$ cat config.mk
export PLATFORM = sky130hd
export DESIGN_NAME = fetch_pc_ir_unit
export DESIGN_NICKNAME = d
export VERILOG_FILES = /design/src/rtl/fetch_pc_ir_unit.sv
export SDC_FILE = /design/constraint.sdc
export NUM_CORES = 1
export LEC_CHECK = 0
export BUFFER_PORTS_ARGS = -buffer_cell sky130_fd_sc_hd__buf_2
export CAP_MARGIN = 15
export CORE_MARGIN = 4
export CORE_UTILIZATION = 35
export DETAILED_ROUTE_END_ITERATION = 12
export GPL_ROUTABILITY_DRIVEN = 0
export PLACE_DENSITY = 0.75
export SLEW_MARGIN = 20
export SYNTH_ARGS = -nofsm -noshare
export SYNTH_HDL_FRONTEND = slang
export SYNTH_SLANG_ARGS = --single-unit
$ cat constraint.sdc
create_clock -name clk -period 2.32 [get_ports clk]
set_clock_uncertainty 0.2 [all_clocks]
set_input_delay 0.464 -clock clk [delete_from_list [all_inputs] [get_ports clk]]
set_output_delay 0.464 -clock clk [all_outputs]
set_load 0.005 [all_outputs]
$ cat src/rtl/fetch_pc_ir_unit.sv
// fetch_pc_ir_unit: owns the PC and IR, runs the IDLE/WAIT instruction fetch
// handshake and freezes the control FSM while a fetch is outstanding.
// Optional build macro: FETCH_TIMEOUT_EN enables a WAIT-state watchdog that
// abandons a fetch after TIMEOUT cycles, loads a NOP and sets fetch_fault.
module fetch_pc_ir_unit #(
  parameter logic [31:0] RESET_PC = 32'h0000_0000,
  parameter int          TIMEOUT  = 16
) (
  input  logic        clk,
  input  logic        reset,
  input  logic        PC_WE,
  input  logic        IR_WE,
  input  logic [1:0]  PCSrc,
  input  logic        BEN,
  input  logic        BEQBNE,
  input  logic        alu_zero,
  input  logic [31:0] alu_result,
  input  logic [31:0] alu_out_reg,
  input  logic [31:0] reg_a,
  output logic        imem_req,
  output logic [31:0] imem_addr,
  input  logic [31:0] imem_rdata,
  input  logic        imem_valid,
  output logic [31:0] instruction,
  output logic [31:0] pc,
  output logic [31:0] pc_plus4,
  output logic        stall,
  output logic        ir_valid,
  output logic        misalign,
  output logic        fetch_fault
);

  typedef enum logic {ST_IDLE, ST_WAIT} state_t;

  state_t      state_reg;
  logic [31:0] pc_reg;
  logic [31:0] ir_reg;
  logic [31:0] fetch_addr_reg;
  logic        ir_valid_reg;
  logic        misalign_reg;

  logic        load_ir;
  logic [31:0] load_data;
  logic        timeout_hit;
  logic        branch_taken;
  logic        pc_wr;
  logic [31:0] pc_next;

  // A watchdog shorter than one cycle cannot be honoured; guard the range.
  if (TIMEOUT < 1) begin : g_timeout_range
    $error("TIMEOUT must be at least 1");
  end

`ifdef FETCH_TIMEOUT_EN
  logic [15:0] wait_cnt_reg;
  logic        fault_reg;
`endif

  assign pc_plus4    = pc_reg + 32'd4;
  assign pc          = pc_reg;
  assign instruction = ir_reg;
  assign ir_valid    = ir_valid_reg;
  assign misalign    = misalign_reg;

  // Fetch handshake: request/address/stall and IR-load decision per state.
  always_comb begin
    imem_req    = 1'b0;
    imem_addr   = pc_reg;
    stall       = 1'b0;
    load_ir     = 1'b0;
    load_data   = imem_rdata;
    timeout_hit = 1'b0;
    case (state_reg)
      ST_IDLE: begin
        imem_req = IR_WE;
        if (IR_WE) begin
          if (imem_valid) load_ir = 1'b1;
          else            stall   = 1'b1;
        end
      end
      default: begin
        imem_req  = 1'b1;
        imem_addr = fetch_addr_reg;
        if (imem_valid) begin
          load_ir = 1'b1;
        end else begin
`ifdef FETCH_TIMEOUT_EN
          if (wait_cnt_reg == 16'(TIMEOUT - 1)) begin
            // Give up: hand the decoder a NOP and let the control FSM move on.
            timeout_hit = 1'b1;
            load_ir     = 1'b1;
            load_data   = 32'h0000_0000;
          end else begin
            stall = 1'b1;
          end
`else
          stall = 1'b1;
`endif
        end
      end
    endcase
  end

  // Next-PC selection and the write qualifier (never while stalled).
  always_comb begin
    branch_taken = BEN & (alu_zero ^ BEQBNE);
    pc_wr        = (PC_WE | branch_taken) & ~stall;
    case (PCSrc)
      2'd0:    pc_next = alu_out_reg;
      2'd1:    pc_next = {pc_plus4[31:28], ir_reg[25:0], 2'b00};
      2'd2:    pc_next = alu_result;
      default: pc_next = reg_a;
    endcase
  end

  // Fetch FSM, PC, IR and the sticky misalignment flag.
  always_ff @(posedge clk or negedge reset) begin
    if (!reset) begin
      state_reg      <= ST_IDLE;
      pc_reg         <= RESET_PC;
      ir_reg         <= 32'h0000_0000;
      fetch_addr_reg <= 32'h0000_0000;
      ir_valid_reg   <= 1'b0;
      misalign_reg   <= 1'b0;
    end else begin
      ir_valid_reg <= load_ir;
      if (load_ir) ir_reg <= load_data;
      if (pc_wr)   pc_reg <= pc_next;
      if (imem_req && (imem_addr[1:0] != 2'b00)) misalign_reg <= 1'b1;
      case (state_reg)
        ST_IDLE: if (IR_WE && !imem_valid) begin
          state_reg      <= ST_WAIT;
          fetch_addr_reg <= pc_reg;
        end
        default: if (load_ir) state_reg <= ST_IDLE;
      endcase
    end
  end

`ifdef FETCH_TIMEOUT_EN
  // Watchdog: counts WAIT cycles, restarts on each entry to WAIT.
  always_ff @(posedge clk or negedge reset) begin
    if (!reset) begin
      wait_cnt_reg <= 16'd0;
      fault_reg    <= 1'b0;
    end else begin
      if (state_reg == ST_IDLE) wait_cnt_reg <= 16'd0;
      else if (!load_ir)        wait_cnt_reg <= wait_cnt_reg + 16'd1;
      if (timeout_hit) fault_reg <= 1'b1;
    end
  end
  assign fetch_fault = fault_reg;
`else
  assign fetch_fault = 1'b0;
`endif

endmodule

==> metrics.txt, run 1 <==
Pwr Total=6.59 mW; Clk pin slew, worst setup/hold paths=approximately 0.07 ns; reg2reg setup slack=0.12 ns; total track usage=0.192; die height=134 um; Synth-to-Final Area Change=43.7%; Die ar.=18,000 um^2; sequential share of the synthesized area=0.444; routed wire length=17.5 mm; Die Wd=134 um; clk buf depth=2; synth top area cells=dfrtp_1 44%, mux2_2 25%, mux4_2 11%; RR Endpoint=pc[28]; Final min period=~2.7 ns; share of layout cells above drive strength 1=0.710; CTS tree=yes; Primary FF master, synth=dfrtp_1; DR pass1 iterations=4; Setup Crit Path Kind=flip-flop to primary output; Core Area=approximately 15,000 um^2; Post-Syn Area=5580 um^2; R2R Path Start=pc[2]; initial antenna violation count=0; post-DR wirelength/cell=18.6 um; Final #Nets=864; syn_nets=558; Antenna Cells=0; Iter 0 DRT Violations=between 150 and 200; Pleak=roughly 3.8 nW; number of global-route vias before repair=4,983; outcome=finished with violations; DRC viols=0; CP Capture Type=primary output; most instantiated cells after synthesis=122 x mux2_2, 99 x dfrtp_1, 26 x mux4_2, 21 x xnor2_1, 18 x buf_2; Mean Syn Cell Area=between 10 and 15 um^2; Worst setup startpoint=pc[2]; Via density=4.98; clock root cell=clkbuf_16; Final HPWL DP=13.6 mm; most numerous cell in the Yosys netlist=mux2_2; xor-xnor portion of the synthesized cell area=0.0455; Final WS setup=-0.350 ns; I/O pin count=271; critical path arrival=2.01 ns; Yosys top cell by area=dfrtp_1; CTS sink cnt=~100; Cell variety after synth=42; Cell Pwr Density=822 nW/um^2; WHS=0.143 ns; WHS Path Cells=2; post-route ant nets=0; largest family of logic cells by synthesized area=multiplexers; Max Fanout on Critical Path=3; MaxCap Viol Count=0; CP cell instances=ha_4, nand4_4, or4_4, buf_6, xnor2_2, buf_2; Fin. Hold Viols=0; total gr overflow=0; reg2reg path depth=7; worst hold path type=primary input to flip-flop; final slew viol count=0; Yosys warnings=0; clk_lat worst skew=approximately 0.35 ns; failing checks=negative setup slack; first-pass GRT wire length=27.0 mm; post-synthesis adder-cell area fraction=0.00224; Synth top area share=0.444; CTS Buf Count=9; Peak VDD IR=roughly 0.45 mV; largest net degree at the start of global routing=42; Post-synth EDFFs=0; maximum clock rate=375 MHz; critical path launch point type=flip-flop; async set or reset register ratio after synthesis=1.00; post-synthesis compound-gate area fraction=0.0251; Max H-tree Level=3; Vias=4,687; mux cell area share after synthesis=0.364; CP max stage delay=0.60 ns; post-synthesis simple-gate area fraction=0.0857; Placed Cells=about 920; CP max-delay cell=or4_4; Final period util=1.15; Non-Filler Instances=941; I/O Buffers=269; Initial Util=0.361; Worst EP required=around 1.7 ns; RSZ-0062 raised after global routing=yes; Final setup viols=21; crit path to=pc_plus4[14]; FF+latch count, synth=99; row cnt=45; Post-Synthesis Cells=419
routing by layer:
layer | share of wire | GRT usage | vias up
met2 | 0.52 | 0.341 | 163
met4 | 0.013 | 0.0583 | 0
met3 | 0.061 | 0.0364 | 16
li1 | - | - | 2165
met1 | 0.40 | 0.236 | 2343
met5 | 0 | 0 | -
worst max-delay path, delay by kind of cell, from the launching register on:
kind,cells,cell delay (ns)
xor+xnor,1,0.11
fa+ha+maj,1,0.18
buf+inv,2,0.27
flops,1,0.41
simple gates,2,0.69
final cells by class:
cell class / instances / area, um^2
clock buffer: 9 / 225
clock inverter: 7 / 101
fill: 1381 / 7420
inverter: 6 / 22.5
multi-input combinational: 281 / 3030
sequential: 99 / 2480
tap: 211 / 264
timing repair buffer: 328 / 1880
what timing repair did:
action                                  4_1_cts  5_1_grt
hold buffers                                  1        0
buffers inserted                              4        3
pin swaps                                    10        9
endpoints found under the hold margin        27        0
endpoints found under the setup margin       24       25
resized for setup                             9       15
kinds of logic after synthesis:
family | count (synthesis)
compound gates | 20
xor+xnor | 29
fa+ha+maj | 1
buf+inv | 39
flops | 99
mux | 155
other cells | 1
simple gates | 75
how the worst min path moves through the flow:
stage | from | to
after floorplan | reset | fetch_addr_reg[0]
after global placement | reset | instruction[24]
after detailed placement | reset | instruction[24]
after CTS | imem_rdata[17] | instruction[17]
after global routing | imem_rdata[19] | instruction[19]
final | imem_rdata[7] | instruction[7]
layout by cell type, fill, tap and decap left out, types with 3 or more instances in the layout:
master and count:
buf_12 5, a21oi_1 3, mux4_2 26, o2bb2ai_1 4
and4_1 3, and3_1 7, nor2_1 6, dfrtp_1 95
mux2_2 122, nand4_4 3, nand3_1 9, xor2_1 8
buf_4 47, o21ai_0 5, nor2_2 3, mux2i_1 7
nor3_1 3, buf_2 268, dfrtp_2 4, clkbuf_16 9
buf_6 7, and2_1 3, nand4_1 6, nand2_1 14
inv_1 6, xnor2_1 19
report_power, final:
group          total (mW)  leakage (nW)  internal [mW]  switching, mW
sequential           2.46          1.16           2.17          0.296
clock                1.64         0.152          0.953          0.690
combinational        2.48          2.44           1.39           1.09
total                6.59          3.76           4.51           2.08
through the flow:
stage | setup WS [ns] | util | cell area [um^2] | setup TNS, ns
2_1_floorplan | 0.00147 | - | 5590 | 0
3_3_place_gp | -0.0490 | 0.488 | 7520 | -0.0490
3_5_place_dp | -0.0747 | 0.488 | 7520 | -0.111
4_1_cts | -0.367 | 0.514 | 7930 | -5.97
5_1_grt | -0.440 | 0.519 | 8010 | -7.27
6_report | -0.350 | 0.519 | 8010 | -4.72
(Power assumes the default switching activity.)
==> run 2, diff against run 1 <==
- PLACE_DENSITY: 0.75 -> 0.65
==> metrics.txt, run 2 (synthesized netlist as in run 1, its figures left out) <==
critical path launch point type=flip-flop; routed wire length=17.7 mm (+1.0%); I/O pin count=271 (unchanged); Design Area, Final=8070 um^2 (+0.72%); DRC viols=0 (unchanged); commonest non-fill, non-tap cell in the layout=buf_2; CP Capture Type=primary output; Core Area=15,400 um^2 (unchanged); CP max-delay cell=or4_4; Antenna Cells=0 (unchanged); Iter 0 DRT Violations=243 (+31%); Via density=4.97 (-0.23%); Cell Pwr Density=792 nW/um^2 (-3.6%); Crit path max-delay family=simple AND/OR/NAND/NOR gates; Setup Crit Path Kind=flip-flop to primary output; total gr overflow=0 (unchanged); MaxCap Viol Count=0 (unchanged); Initial Util=0.361 (unchanged); crit path to=pc_plus4[14]; Worst Path Buf+Inv=2 (unchanged); worst hold path type=primary input to flip-flop; row cnt=45 (unchanged); Vias=4,676 (-0.23%); clock root cell=clkbuf_16; layout filler cell count=1,382 (+0.072%); Placed Cells=913 (-0.54%); Die Wd=134 um (unchanged); Max Fanout on Critical Path=4 (+1); largest net degree at the start of global routing=58 (+38%); final slew viol count=0 (unchanged); Non-Filler Instances=941 (unchanged); Cell Area, Placed=7480 um^2 (-0.53%); post-route ant nets=0 (unchanged); Worst setup startpoint=pc[2]; first-pass GRT wire length=27.6 mm (+2.1%); Final min period=2.64 ns (-0.0274 ns); CTS Buf Count=9 (unchanged); reg2reg path depth=6 (-1); number of global-route vias before repair=5,135 (+3.1%); clk_lat worst skew=0.34 ns (about the same); CTS sink cnt=99 (unchanged); Final #Nets=866 (+0.23%); commonest cells after routing, fill and taps aside=268 x buf_2, 122 x mux2_2, 95 x dfrtp_1, 49 x buf_4, 26 x mux4_2; post-DR wirelength/cell=18.8 um (+1.0%); Peak VDD IR=0.334 mV (-26%); RSZ-0062 raised after global routing=yes; path length in cells of the critical path=6 (unchanged); Final period util=1.14 (-0.0118); RR Endpoint=pc[28]; CP max stage delay=0.56 ns (-0.04 ns); share of layout cells above drive strength 1=0.727 (+0.0178); Final setup viols=20 (-4.8%); outcome=finished with violations; maximum clock rate=378 MHz (+1.0%); initial antenna violation count=0 (unchanged); Final WS setup=-0.323 ns (+0.0274 ns); Die ar.=18,000 um^2 (unchanged); CP cell instances=ha_4, nand4_4, or4_4, buf_6, xnor2_2, buf_2; failing checks=negative setup slack; R2R Path Start=pc[8]; Pleak=3.81 nW (+1.4%); I/O Buffers=269 (unchanged); Final HPWL DP=13.6 mm (-0.17%); WHS Path Cells=2 (unchanged); reg2reg setup slack=0.20 ns (+0.08 ns); Max H-tree Level=3 (unchanged); clk buf depth=2 (unchanged); CTS tree=yes; critical path arrival=1.98 ns (-0.03 ns); Worst EP required=1.66 ns (about the same); die height=134 um (unchanged); Synth-to-Final Area Change=44.7%; setup_tns=-4.19 ns (+0.535 ns); total track usage=0.194 (+0.00239); Fin. Hold Viols=0 (unchanged); Clk pin slew, worst setup/hold paths=0.07 ns (about the same); DR pass1 iterations=4 (unchanged)
[run 2: cell count changes in the layout (fill, tap and decap cells not counted), sizes merged]
cell	delta
inv	-1
clkbuf	+1
buf	+2
bufinv	-2
[run 2: timing repair]
item,CTS,global route
endpoints found under the setup margin,43,38
hold buffers,1,0
resized for setup,34,8
cloned,0,0
buffers inserted,4,10
hold endpoints to repair,24,0
pin swaps,21,13
[run 2: layer usage]
layer  wire length [um]  global-route usage  part of all wire
met1               7250               0.238              0.41
met2               9170               0.342              0.52
met3                885              0.0338             0.050
met4                371              0.0724             0.021
met5                  0                   0                 0
[run 2: worst register-to-register path, cell delays in order, from the launching register on]
cell and delay [ns]:
dfrtp_1 0.40, nand4_4 0.18, buf_4 0.19, buf_6 0.13, or4_1 0.53, nor4b_2 0.28
a311o_1 0.15
[run 2: stage by stage]
| step | setup slack (ns) | power [mW] | util | hold WS [ns] |
|---|---|---|---|---|
| after global routing | -0.395 | 6.78 | 0.523 | 0.128 |
| after detailed placement | -0.0612 | 4.94 | 0.485 | 0.206 |
| after floorplan | 0.00147 | 3.66 | - | -0.0316 |
| after CTS | -0.365 | 6.45 | 0.516 | 0.129 |
| final | -0.323 | 6.39 | 0.523 | 0.147 |
| after global placement | -0.0278 | 4.86 | 0.485 | 0.201 |
[run 2: area by class of cell]
class / count / area (um^2) / area share
clock buffers: 10 / 239 / 0.0296
repair buffers: 330 / 1910 / 0.236
well taps: 211 / 264 / 0.0327
multi-input cells: 281 / 3130 / 0.387
flip-flops and latches: 99 / 2480 / 0.308
inverters: 6 / 22.5 / 0.00279
clock inverters: 4 / 28.8 / 0.00357
[run 2: how the worst min path moves through the flow]
stage	to	startpoint	slack, ns
final	instruction[4]	imem_rdata[4]	0.15
after global routing	instruction[20]	imem_rdata[20]	0.13
after CTS	instruction[20]	imem_rdata[20]	0.13
after detailed placement	misalign	reset	0.21
after global placement	misalign	reset	0.20
after floorplan	fetch_addr_reg[0]	reset	-0.03
[run 2: where the power goes]
part | switching [mW] | total, mW | internal, mW
sequential | 0.317 | 2.49 | 2.17
clock | 0.649 | 1.39 | 0.745
combinational | 1.12 | 2.51 | 1.40
